$ cat config.mk
export PLATFORM = sky130hd
export DESIGN_NAME = mm_order_scheduler
export DESIGN_NICKNAME = d
export VERILOG_FILES = /design/src/rtl/mm_order_scheduler.sv
export SDC_FILE = /design/constraint.sdc
export NUM_CORES = 1
export LEC_CHECK = 0
export CORE_MARGIN = 1.5
export CORE_UTILIZATION = 50
export DETAILED_ROUTE_END_ITERATION = 6
export PLACE_DENSITY_LB_ADDON = 0.3
export SLEW_MARGIN = 15
export SYNTH_ARGS = -nofsm -noshare
export SYNTH_HDL_FRONTEND = slang
export SYNTH_SLANG_ARGS = --single-unit
$ cat constraint.sdc
create_clock -name clk -period 4.1 [get_ports clk]
set_input_delay 1.025 -clock clk [delete_from_list [all_inputs] [get_ports clk]]
set_output_delay 1.025 -clock clk [all_outputs]
set_load 0.02 [all_outputs]
$ cat src/rtl/mm_order_scheduler.sv
// Order scheduler between market_maker strobes and the exchange order port: captures
// buy/sell requests, enforces net-position and token-bucket limits, issues one order at a time.
module mm_order_scheduler #(
  parameter int PRICE_W    = 16,
  parameter int POS_W      = 8,
  parameter int MAX_POS    = 16,
  parameter int BURST      = 4,
  parameter int REFILL_CYC = 10
) (
  input  logic                       clk,
  input  logic                       reset,
  input  logic                       buy_order,
  input  logic                       sell_order,
  input  logic [PRICE_W-1:0]         buy_price,
  input  logic [PRICE_W-1:0]         sell_price,
  input  logic                       halt,
  output logic                       ord_valid,
  input  logic                       ord_ready,
  output logic                       ord_side,
  output logic [PRICE_W-1:0]         ord_price,
  output logic [POS_W-1:0]           position,
  output logic [$clog2(BURST+1)-1:0] tokens,
  output logic                       busy
);

  localparam int TOK_W = $clog2(BURST + 1);
  localparam int CNT_W = (REFILL_CYC > 1) ? $clog2(REFILL_CYC) : 1;

  localparam logic signed [POS_W-1:0] POS_HI   = POS_W'(MAX_POS);
  localparam logic signed [POS_W-1:0] POS_LO   = POS_W'(-MAX_POS);
  localparam logic [TOK_W-1:0]        TOK_FULL = TOK_W'(BURST);
  localparam logic [CNT_W-1:0]        CNT_LAST = CNT_W'(REFILL_CYC - 1);

  typedef enum logic {IDLE, ISSUE} state_e;

  state_e                    state_q,      state_d;
  logic                      ord_valid_q,  ord_valid_d;
  logic                      ord_side_q,   ord_side_d;
  logic [PRICE_W-1:0]        ord_price_q,  ord_price_d;
  logic signed [POS_W-1:0]   position_q,   position_d;
  logic [TOK_W-1:0]          tokens_q,     tokens_d;
  logic                      busy_q,       busy_d;
  logic                      buy_pend_q,   buy_pend_d;
  logic                      sell_pend_q,  sell_pend_d;
  logic [PRICE_W-1:0]        buy_price_q,  buy_price_d;
  logic [PRICE_W-1:0]        sell_price_q, sell_price_d;
  logic                      last_side_q,  last_side_d;
  logic [CNT_W-1:0]          refill_cnt_q, refill_cnt_d;

  logic buy_elig;
  logic sell_elig;
  logic grant;
  logic grant_sell;
  logic refill;

  always_comb begin
    state_d      = state_q;
    ord_valid_d  = ord_valid_q;
    ord_side_d   = ord_side_q;
    ord_price_d  = ord_price_q;
    position_d   = position_q;
    tokens_d     = tokens_q;
    busy_d       = busy_q;
    buy_pend_d   = buy_pend_q;
    sell_pend_d  = sell_pend_q;
    buy_price_d  = buy_price_q;
    sell_price_d = sell_price_q;
    last_side_d  = last_side_q;

    buy_elig   = buy_pend_q && (position_q < POS_HI);
    sell_elig  = sell_pend_q && (position_q > POS_LO);
    grant_sell = sell_elig && (!buy_elig || !last_side_q);
    grant      = 1'b0;

    refill       = (refill_cnt_q == CNT_LAST);
    refill_cnt_d = refill ? '0 : refill_cnt_q + CNT_W'(1);

    case (state_q)
      IDLE: begin
        if (!halt && (tokens_q != '0) && (buy_elig || sell_elig)) begin
          grant       = 1'b1;
          state_d     = ISSUE;
          ord_valid_d = 1'b1;
          busy_d      = 1'b1;
          ord_side_d  = grant_sell;
          ord_price_d = grant_sell ? sell_price_q : buy_price_q;
          last_side_d = grant_sell;
          if (grant_sell) sell_pend_d = 1'b0;
          else            buy_pend_d  = 1'b0;
        end
      end
      ISSUE: begin
        if (ord_ready) begin
          position_d  = ord_side_q ? position_q - POS_W'(1) : position_q + POS_W'(1);
          ord_valid_d = 1'b0;
          busy_d      = 1'b0;
          state_d     = IDLE;
        end
      end
      default: state_d = IDLE;
    endcase

    // Capture after the grant clear so a same-cycle strobe re-arms the side with its new price.
    if (buy_order) begin
      buy_pend_d  = 1'b1;
      buy_price_d = buy_price;
    end
    if (sell_order) begin
      sell_pend_d  = 1'b1;
      sell_price_d = sell_price;
    end

    if (grant) tokens_d = tokens_q - TOK_W'(1);
    if (refill && (tokens_d != TOK_FULL)) tokens_d = tokens_d + TOK_W'(1);
  end

  always_ff @(posedge clk) begin
    if (reset) begin
      state_q      <= IDLE;
      ord_valid_q  <= 1'b0;
      ord_side_q   <= 1'b0;
      ord_price_q  <= '0;
      position_q   <= '0;
      tokens_q     <= TOK_FULL;
      busy_q       <= 1'b0;
      buy_pend_q   <= 1'b0;
      sell_pend_q  <= 1'b0;
      buy_price_q  <= '0;
      sell_price_q <= '0;
      last_side_q  <= 1'b1;
      refill_cnt_q <= '0;
    end else begin
      state_q      <= state_d;
      ord_valid_q  <= ord_valid_d;
      ord_side_q   <= ord_side_d;
      ord_price_q  <= ord_price_d;
      position_q   <= position_d;
      tokens_q     <= tokens_d;
      busy_q       <= busy_d;
      buy_pend_q   <= buy_pend_d;
      sell_pend_q  <= sell_pend_d;
      buy_price_q  <= buy_price_d;
      sell_price_q <= sell_price_d;
      last_side_q  <= last_side_d;
      refill_cnt_q <= refill_cnt_d;
    end
  end

  assign ord_valid = ord_valid_q;
  assign ord_side  = ord_side_q;
  assign ord_price = ord_price_q;
  assign position  = position_q;
  assign tokens    = tokens_q;
  assign busy      = busy_q;

endmodule

# After elaboration in Yosys (flattened, before gate mapping)
# Cells that the tools add are included.
word_totals:
  reg_bits: 69
  wordCells: 67
  inputBits: 38
op_classes:
  bitwise: 1
  reduce_logical: 21
  eq_ne: 7
  n_lt_le_gt_ge: 2
  add_sub_neg: 5
  mux: 19
ops:
  columns: ["cell", "count"]
  rows:
  - ["$mux W16", 1]
  - ["$mux W1", 13]
  - ["$ne A2 B2 Y1 const B", 5]
  - ["$add A8 B2 Y8 const B", 1]
  - ["$gt A8 B5 Y1 const B", 1]
  - ["$lt A8 B6 Y1 const B", 1]
  - ["$mux W8", 1]
  - ["$sub A8 B2 Y8 const B", 1]
  - ["$logic_and A1 B1 Y1", 6]
  - ["$mux W3", 2]
  - ["$reduce_and A2 Y1", 3]
  - ["$reduce_and A3 Y1", 2]
  - ["$reduce_bool A2 Y1", 3]
  - ["$add A4 B1 Y4 const B", 1]
  - ["$eq A4 B4 Y1 const B", 1]
  - ["$pmux W1 S2", 2]
  - ["$add A3 B1 Y3 const B", 1]
  - ["$logic_not A1 Y1", 3]
  - ["$ne A3 B3 Y1 const B", 1]
  - ["$reduce_bool A3 Y1", 1]
  - ["$sub A3 B1 Y3 const B", 1]
  - ["$logic_or A1 B1 Y1", 2]
  - ["$reduce_or A2 Y1", 1]
  - ["$not A1 Y1", 1]

# Logic depth before layout (Yosys ltp)
# Gate-level depths: netlist of run 1.
logic_depth:
  ltp_word: 10
  ltp_mapped: 14

# Worst setup path after synthesis of run 1
# OpenSTA, ideal clock, no wires.
synth_timing:
  path_type: "input to register"
  start: "input halt"
  end: "register tokens_q[2] (netlist: tokens[2])"
  n_path_buf: 0
  setup_slack_ps: 918
  setup_ps: 115
  required_ps: 3985
  path_stages: 11
  arrival_ps: 3068
  path_cell_list: "nor3_2 -> a21boi_2 -> nand3_4 -> xnor2_1 -> inv_1 -> ha_1 -> and2b_2 -> and4_4 -> a311oi_4 -> nand3_1 -> o21a_1"
synth_between:
  elab_chain_cells: 9
synth_lines:
  columns: ["item", "line_no", "source"]
  rows:
  - ["from (decl)", "16", "input logic halt,"]
  - ["$logic_not A1 Y1 (*)", "80", "if (!halt && (tokens_q != '0) && (buy_elig || sell_elig)) begin"]
  - ["$logic_and A1 B1 Y1 (*) (2 in a row)", "80", null]
  - ["$mux W1 (*)", "80", null]
  - ["$mux W1 (*)", "78", "case (state_q)"]
  - ["$mux W3 (*)", "113", "if (grant) tokens_d = tokens_q - TOK_W'(1);"]
  - ["branches (longest 2 deep; another with $add A3 B1 Y3)", null, null]
  - ["$mux W3 (*)", "114", "if (refill && (tokens_d != TOK_FULL)) tokens_d = tokens_d + TOK_W'(1);"]
  - ["to (signal assigned)", "138", "tokens_q <= tokens_d;"]
  - ["to (decl)", "41", "logic [TOK_W-1:0] tokens_q, tokens_d;"]
# Mark *: on every way between the ends.
# A chain may end at the register's enable or synchronous reset.

# Worst setup path in the final report of run 1
# Ends and elaborated chain as after synthesis.

==> summary by stage, run 1 <==
Flow run
Across the run, the number of max-cap violations was 0.

Floorplan
The count of boundary I/O pins is 68. The die covers 6480 µm². Once the floorplan was initialized, standard cells occupied 51.3% of the core. The x dimension of the die is 80.5 µm. The core footprint is 5850 µm².

The number of placement rows is 28. The height of the die is 80.5 µm.

Worst setup path
The setup slack of the worst register-to-register path is 1.02 ns. Data on the critical path is required at its endpoint by 4.32 ns. STA classifies the critical path endpoint as a register. The endpoint of the worst register-to-register path is tokens[2].

The reg-to-reg startpoint is tokens[0]. On the worst path, the slowest cell contributes a delay of 0.41 ns. Following the worst setup path forward leads to its endpoint at tokens[2].

The library cell contributing the largest single delay on the critical path is sky130_fd_sc_hd__clkdlybuf4s50_1. In this run the worst path has a maximum fanout of 4. The worst setup path is launched from a primary input. The critical path class is primary input to register.

The beginning of the critical path is halt. The number of cells on the worst reg-to-reg path is 14. STA puts the critical path data arrival time at 3.66 ns. Traced cell by cell, the critical path runs through clkdlybuf4s50_1 > nor3_2 > a21boi_2 > nand3_4 > xnor2_1 > inv_1 > ha_1 > and2b_2 > and4_4 > a311oi_4 > nand3_1 > o21a_1.

CTS
The buffer type at the clock tree root is sky130_fd_sc_hd__clkbuf_8. The number of gates resized after CTS was 0. TritonCTS created 9 clock buffers. The clock tree synthesis step divided the H-tree into 3 levels.

Buffers inserted to repair hold after CTS numbered 0. In this run the post-CTS setup repair buffer count came out at 0. TritonCTS built the clock tree.

The clock-pin transition on the worst setup and hold timing paths is 0.08 ns. The clock insertion delay at the later pin of the skew report is 0.33 ns. The maximum number of buffers from clock root to sink is 2. The number of sinks handled by clock tree synthesis is 69.

STA
The final hold slack is 0.478 ns. The worst path needs 3.43 ns of the cycle, external delays included. The post-route clock period utilization is 83.7%. Clock skew on the completed layout was measured at 0.00954 ns.

The highest clock frequency the design can meet is 291 MHz. Setup repair after global routing left no endpoint under its margin. The post-route setup TNS is 0 ns. The count of final max-slew check failures was 0. Setup violations remaining at the end of the flow were counted as 0.

The final count of hold timing violations is 0. The slew at the pin closest to its max-slew limit is 1.07 ns. The worst pin sits at a relative slew slack of 28.1%.

Global routing
The total global routing overflow is 0. The number of global-route vias before repair came to 2323. The first-pass GRT wire length is 10700 µm.

Global routing used 21.6% of the available tracks across all layers. The pin count of the biggest net entering global routing is 41. The initial antenna violation count is 0.

Synthesis
Of all cell types, the one taking the most synthesized area is sky130_fd_sc_hd__dfxtp_1. The post-synthesis average cell area is 9.69 µm². The most common cell in the synthesized netlist is sky130_fd_sc_hd__dfxtp_1. The mapped cell area is 3000 µm². In the synthesized netlist the async set-or-reset flop fraction comes to 0%.

The number of cells produced by synthesis is 310. The number of enable flip-flop cells after synthesis is 0. Ranked by instance count, the synthesized netlist is headed by 69 x sky130_fd_sc_hd__dfxtp_1, 67 x sky130_fd_sc_hd__nor2_1, 36 x sky130_fd_sc_hd__mux2i_1. Yosys printed 0 warnings.

The leading register cell type out of synthesis is sky130_fd_sc_hd__dfxtp_1. The unique cell type count in the Yosys netlist is 44. The post-synthesis register bit count is 69. The fraction of post-synthesis cell area in the top cell type by area is 46.0%. The number of nets in the synthesized netlist is 360.

Sorting the synthesized cells by area gives the leading types as sky130_fd_sc_hd__dfxtp_1 46%, sky130_fd_sc_hd__mux2i_1 12%, sky130_fd_sc_hd__nor2_1 8.4%, sky130_fd_sc_hd__a222oi_1 5.0%, sky130_fd_sc_hd__ha_1 4.6%. The share of synthesized area occupied by flip-flops and latches is 46.0%.

Place
The instance count after placement with tap cells included is 437. Buffers placed on the I/O ports in this run total 67. The post-placement cell area is 3690 µm².

Detailed placement finished with a half-perimeter wire length of 4430 µm. The routability-driven placement congestion ratio is 0.828.

Final layout
The antenna diode instance count is 0. The finished cells cover 3930 µm². The area growth from synthesis to layout is 30.8%. The net count of the finished layout is 423. The fraction of final layout cells with drive strength greater than 1 is 7.94%. The count of placed standard cells in the final layout, fillers left out is 453.

Detailed routing
The detailed-routing iteration count for the pre-antenna-repair pass is 5. The via count is 2438. The final routed wire length divided by cell count is 14.4 µm. The final routed wirelength across all metal layers is 6540 µm. The detail-routed via count per cell is 5.38. In the routed design, unresolved DRC markers number 0. The number of nets still failing antenna checks after routing is 0. For this block, the initial DRC count from the detailed router was 208.

Pwr
Across the VDD grid, the largest voltage drop is 0.261 mV. The leakage power is 1.59 nW. For this design the ratio of total power to cell area is 414 nW/µm².

Run status
The flow ran to the end, and the final reports show no timing, DRC or antenna violations.

Hold path
Counting instances, the worst hold path has a depth of 2. In this run the worst hold path is classified as register to register.
==> metal layers <==
layer | global-route usage [%] | vias up | routed length (µm)
met4 | 8.79 | 0 | 65
met3 | 6.82 | 6 | 289
li1 | - | 1217 | -
met1 | 25.3 | 1161 | 2860
met5 | 0 | - | 0
met2 | 36.2 | 54 | 3330
==> worst min path at each step <==
stage                     from               to  slack [ns]
3_5_place_dp       last_side_q      last_side_q        0.45
5_1_grt                   busy             busy        0.50
6_report                  busy             busy        0.48
2_1_floorplan  refill_cnt_q[0]  refill_cnt_q[0]        0.43
3_3_place_gp   refill_cnt_q[0]  refill_cnt_q[0]        0.45
4_1_cts                   busy             busy        0.48
==> state kept, by name, indices dropped and copies added (netlist names) <==
name	flops
state_q	1
refill_cnt_q	4
ord_side	1
busy	1
tokens	3
ord_price	16
sell_pend_q	1
sell_price_q	16
buy_price_q	16
last_side_q	1
buy_pend_q	1
position	8
==> worst max-delay path, delay by kind of cell <==
family | cells | cell delay [ns]
AOI/OAI and AO/OA | 3 | 0.77
xor gates and xnor gates | 1 | 0.33
adders and majority gates | 1 | 0.23
buffers and inverters | 2 | 0.49
and+or+nand+nor | 5 | 0.80
==> through the flow <==
| step | util (%) | total power [W] | worst slack (ns) |
|---|---|---|---|
| finish | 67.2 | 0.00163 | 0.667 |
| global route | 67.2 | 0.00170 | 0.544 |
| CTS | 67.2 | 0.00165 | 0.665 |
| detailed placement | 63.2 | 0.00102 | 0.325 |
| global placement | 63.2 | 0.00101 | 0.442 |
| floorplan | - | 0.000917 | 0.918 |
==> cells in the final DEF (no fill, tap or decap), types with 2 or more instances in the layout <==
master / netlist / final
sky130_fd_sc_hd__clkdlybuf4s50_1: 0 / 66
sky130_fd_sc_hd__buf_4: 1 / 4
sky130_fd_sc_hd__nor3_1: 4 / 4
sky130_fd_sc_hd__nand3_1: 6 / 6
sky130_fd_sc_hd__or3_1: 2 / 2
sky130_fd_sc_hd__a311o_1: 2 / 2
sky130_fd_sc_hd__a222oi_1: 15 / 15
sky130_fd_sc_hd__inv_1: 15 / 15
sky130_fd_sc_hd__nor2_1: 67 / 67
sky130_fd_sc_hd__ha_1: 11 / 11
sky130_fd_sc_hd__o21a_1: 2 / 2
sky130_fd_sc_hd__xnor2_1: 7 / 7
sky130_fd_sc_hd__mux2i_1: 36 / 36
sky130_fd_sc_hd__nor3b_1: 3 / 3
sky130_fd_sc_hd__bufinv_16: 0 / 2
sky130_fd_sc_hd__clkinv_4: 0 / 2
sky130_fd_sc_hd__nor2b_1: 3 / 3
sky130_fd_sc_hd__o2111ai_1: 2 / 2
sky130_fd_sc_hd__a21oi_1: 11 / 11
sky130_fd_sc_hd__o21ai_0: 4 / 4
sky130_fd_sc_hd__nand2_1: 10 / 10
sky130_fd_sc_hd__dfxtp_1: 69 / 69
sky130_fd_sc_hd__clkbuf_8: 0 / 11
sky130_fd_sc_hd__and2_1: 2 / 2
==> report_power, final <==
part           internal, W  switching, W
clock             0.000377      0.000249
combinational     0.000131      0.000132
sequential        0.000710     0.0000290
total              0.00122      0.000410
==> layout make-up <==
cell class                 instances  area [µm²]
clock buffer                      11         151
sequential                        69        1380
clock inverter                     5        82.6
timing repair buffer              71         696
multi-input combinational        207        1470
inverter                          15        56.3
fill                             453        1920
tap                               75        93.8
==> cell families after synthesis <==
logic type	after synthesis	synth area share (%)
xor gates and xnor gates	8	2.33
buffers and inverters	34	5.12
and+or+nand+nor	106	16.8
AOI/OAI and AO/OA	45	12.5
DFF	69	46.0
adders and majority gates	12	5.25
muxes	36	12.0
No activity file was read; power rests on OpenSTA's default activity.
==> run 2, diff against run 1 <==
Settings changed: CORE_UTILIZATION 50 to 45.
Clock period 4.1 ns to 2.8 ns, I/O delays scaled along.
==> run 2 against run 1 <==
Design area rose by 3.9%. Worst setup slack worse by 0.63 ns. Highest routed layer unchanged. Critical path type is now register to register. First-iteration DRC count down 3.4%.
==> summary by stage, run 2 (same netlist as run 1, synthesis figures left out) <==
Floorplan
The x dimension of the die was 84.7 µm (+5.2%). The total die area was 7170 µm² (+11%). The number of placement rows is 29 (+3.6%). The height of the die was 84.7 µm (+5.2%). The count of boundary I/O pins is 68 (unchanged).

The core footprint is 6390 µm² (+9.2%). The initial core utilization is 47.0% (-4.3 points).

Final layout
The antenna diode instance count is 0 (unchanged). The number of nets in the layout is 435 (+2.8%). The final design utilization is 63.9% (-3.2 points). The library cell used most frequently in the layout, excluding fill and tap cells, is sky130_fd_sc_hd__nor2_1. The fraction of final layout cells with drive strength greater than 1 came to 13.3% (+5.4 points). The area growth from synthesis to layout is 35.9%. The finished layout cell area came to 4080 µm² (+3.9%). The library cells used most frequently in the layout, excluding fill and tap cells, are 67 x sky130_fd_sc_hd__nor2_1, 66 x sky130_fd_sc_hd__dfxtp_1, 65 x sky130_fd_sc_hd__clkdlybuf4s50_1, 35 x sky130_fd_sc_hd__mux2i_1, 16 x sky130_fd_sc_hd__buf_4.

Worst setup path
The reg-to-reg startpoint is tokens[1]. The number of cells on the worst reg-to-reg path came to 14 (unchanged). The worst path arrival time is 3.01 ns (-0.65 ns). The critical path's top delay family is compound AO/OA/AOI/OAI gates. The type of element launching the critical path is a register. The kind of end point of the critical path is a register. The setup path with the least slack is of type register to register. The critical-path maximum fanout is 4 (unchanged). The endpoint identified for the worst register-to-register timing path is tokens[2]. The path length in cells of the critical path is 14 (+2). The largest stage delay on the critical path is 0.36 ns (-0.05 ns).

Traced cell by cell, the critical path runs through inv_4 > ha_4 > ha_4 > nor3_4 > a21boi_4 > nand3_4 > mux2i_2 > inv_1 > ha_2 > and2b_2 > and4_4 > a311oi_4 > nand3_1 > o21a_1. In this run the worst setup path begins at tokens[1]. Among all stages on the critical path, the largest delay is contributed by sky130_fd_sc_hd__dfxtp_4. The cell occurring most often along the worst timing path is sky130_fd_sc_hd__ha_4. The critical path ends at tokens[2]. The required time of the critical path is 3.04 ns (-1.28 ns). The setup slack of the worst register-to-register path was 0.03 ns (-0.99 ns).

The number of buffers and inverters on the critical path was 2 (unchanged).

Detailed routing
The total DRC errors in the routed layout was 0 (unchanged). The detail-routed via count per cell came to 5.23 (-2.8%). The number of nets still failing antenna checks after routing was 0 (unchanged).

The via count is 2442 (+0.16%). The number of DRC violations after detailed-routing iteration 0 was 201 (-3.4%). The final routed wire length divided by cell count was 14.0 µm (-2.9%). The final routed wirelength across all metal layers is 6550 µm (about the same). The detailed-routing iteration count for the pre-antenna-repair pass is 5 (unchanged).

Pwr
The switching power summed over all nets was 0.000662 W (+62%). The sequential cell fraction of total power is 43.9% (-1.5 points). The sum of internal, switching and leakage power came to 0.00246 W (+51%). The switching power as a share of total power is 27.0% (+1.8 points). The cell-internal power is 0.00179 W (+47%). The combinational cell fraction of total power came to 18.5% (+2.3 points). The power density over the cells is 602 nW/µm² (+45%).

The portion of total power attributed to the clock network is 37.6% (-0.8 points). The largest voltage drop on the vdd net is 0.381 mV (+46%). The leakage power came to 1.67 nW (+4.8%).

CTS
The number of buffers inserted during clock tree synthesis is 9 (unchanged). The number of sinks handled by clock tree synthesis is 69 (unchanged). The TritonCTS clock tree is built. The number of hold buffers added after cts was 0 (unchanged).

The maximum number of buffers from clock root to sink is 2 (unchanged). The tree is rooted in a sky130_fd_sc_hd__clkbuf_8. The clock insertion delay at the later pin of the skew report came to 0.34 ns (about the same). The number of H-tree levels was 3 (unchanged). The clock-pin transition on the worst setup and hold timing paths is 0.09 ns (about the same).

Place
The post-placement cell area was 3810 µm² (+3.2%). The detailed placer's ending HPWL is 4450 µm (+0.46%). The port buffer count is 67 (unchanged). The routability-driven placement congestion ratio came to 0.797 (-3.8%).

Hold path
The type of the tightest min-delay check is register to register. The startpoint identified for the worst hold timing path is refill_cnt_q[0].

STA
The tightest slew margin relative to the limit is 65.1% (+37 points). The count of final max-slew check failures is 0 (unchanged). The setup-violating endpoint count in the final report is 0 (unchanged).

For the finished layout, the period the worst path requires is 2.77 ns. Setup repair after global routing could not meet its margin everywhere. The post-route setup TNS is 0 ns (unchanged). The post-route clock period utilization is 98.8%. Based on the critical path, the design can be clocked at up to 361 MHz. The worst clock skew on the final layout is 0.0106 ns (+0.00104 ns). The final count of hold timing violations is 0 (unchanged).

The slew at the pin closest to its max-slew limit is 0.524 ns (-0.551 ns).

Global routing
The first-pass GRT wire length is 10500 µm (-1.7%). The number of global-route vias before repair is 2253 (-3.0%). The pin count of the biggest net entering global routing came to 52 (+27%). The initial antenna violation count was 0 (unchanged).

The global-route total usage across every layer is 18.4% (-3.2 points). The total global routing overflow came to 0 (unchanged).

Run status
The flow ran to the end, and the final reports show no timing, DRC or antenna violations.

Flow run
The number of violations of the max-capacitance limit is 0 (unchanged).
## run 2: cell count changes in the layout (fill, tap and decap cells not counted), moves of 3 or more
cell	delta
sky130_fd_sc_hd__buf_4	+12
sky130_fd_sc_hd__dfxtp_1	-3
sky130_fd_sc_hd__ha_1	-3
sky130_fd_sc_hd__inv_6	+3
## run 2: worst min-delay path by stage
stage,to,cells after the start,slack (ns)
3_5_place_dp,last_side_q,1,0.45
4_1_cts,last_side_q,1,0.48
3_3_place_gp,refill_cnt_q[0],1,0.45
2_1_floorplan,refill_cnt_q[0],1,0.43
6_report,refill_cnt_q[0],1,0.47
5_1_grt,last_side_q,1,0.50
## run 2: through the flow
| stage | hold slack (ns) | setup WS, ns | cells |
|---|---|---|---|
| final | 0.468 | 0.0328 | 467 |
| after detailed placement | 0.455 | -0.437 | 448 |
| after floorplan | 0.433 | -0.0435 | 310 |
| after CTS | 0.475 | 0.00872 | 464 |
| after global routing | 0.501 | -0.129 | 467 |
| after global placement | 0.448 | -0.377 | 448 |
## run 2: worst register-to-register path, cell delays in order (launching register included)
cell	delay (ns)
sky130_fd_sc_hd__dfxtp_4	0.36
sky130_fd_sc_hd__inv_4	0.04
sky130_fd_sc_hd__ha_4	0.15
sky130_fd_sc_hd__ha_4	0.15
sky130_fd_sc_hd__nor3_4	0.14
sky130_fd_sc_hd__a21boi_4	0.23
sky130_fd_sc_hd__nand3_4	0.11
sky130_fd_sc_hd__mux2i_2	0.20
sky130_fd_sc_hd__inv_1	0.07
sky130_fd_sc_hd__ha_2	0.19
sky130_fd_sc_hd__and2b_2	0.18
sky130_fd_sc_hd__and4_4	0.17
sky130_fd_sc_hd__a311oi_4	0.36
sky130_fd_sc_hd__nand3_1	0.11
sky130_fd_sc_hd__o21a_1	0.18
## run 2: layer usage
metal | GRT usage (%) | part of all wire, % | vias up
li1 | - | - | 1240
met1 | 24.1 | 45 | 1141
met2 | 29.4 | 49 | 55
met3 | 5.11 | 4.8 | 6
met4 | 6.16 | 1.0 | 0
met5 | 0 | 0 | -
## run 2: power groups by stage
stage / registers (W) / clock network (W) / logic [W]
floorplan: 0.00112 / 0 / 0.000243
global placement: 0.00110 / 0 / 0.000432
detailed placement: 0.00110 / 0 / 0.000440
CTS: 0.00108 / 0.000936 / 0.000445
global route: 0.00109 / 0.000988 / 0.000500
finish: 0.00108 / 0.000923 / 0.000454
## run 2: what timing repair did
item                                    in CTS  in global routing
pin swaps                                    1                  6
buffers inserted                             0                  3
gates resized for setup                      1                  3
endpoints found under the setup margin       2                  3
## run 2: area by class of cell
class,count,area [µm²]
fillers,515,2300
multi-input cells,207,1520
flip-flops and latches,69,1390
repair buffers,83,788
clock buffers,9,124
clock inverters,7,104
well taps,77,96.3
inverters,15,58.8
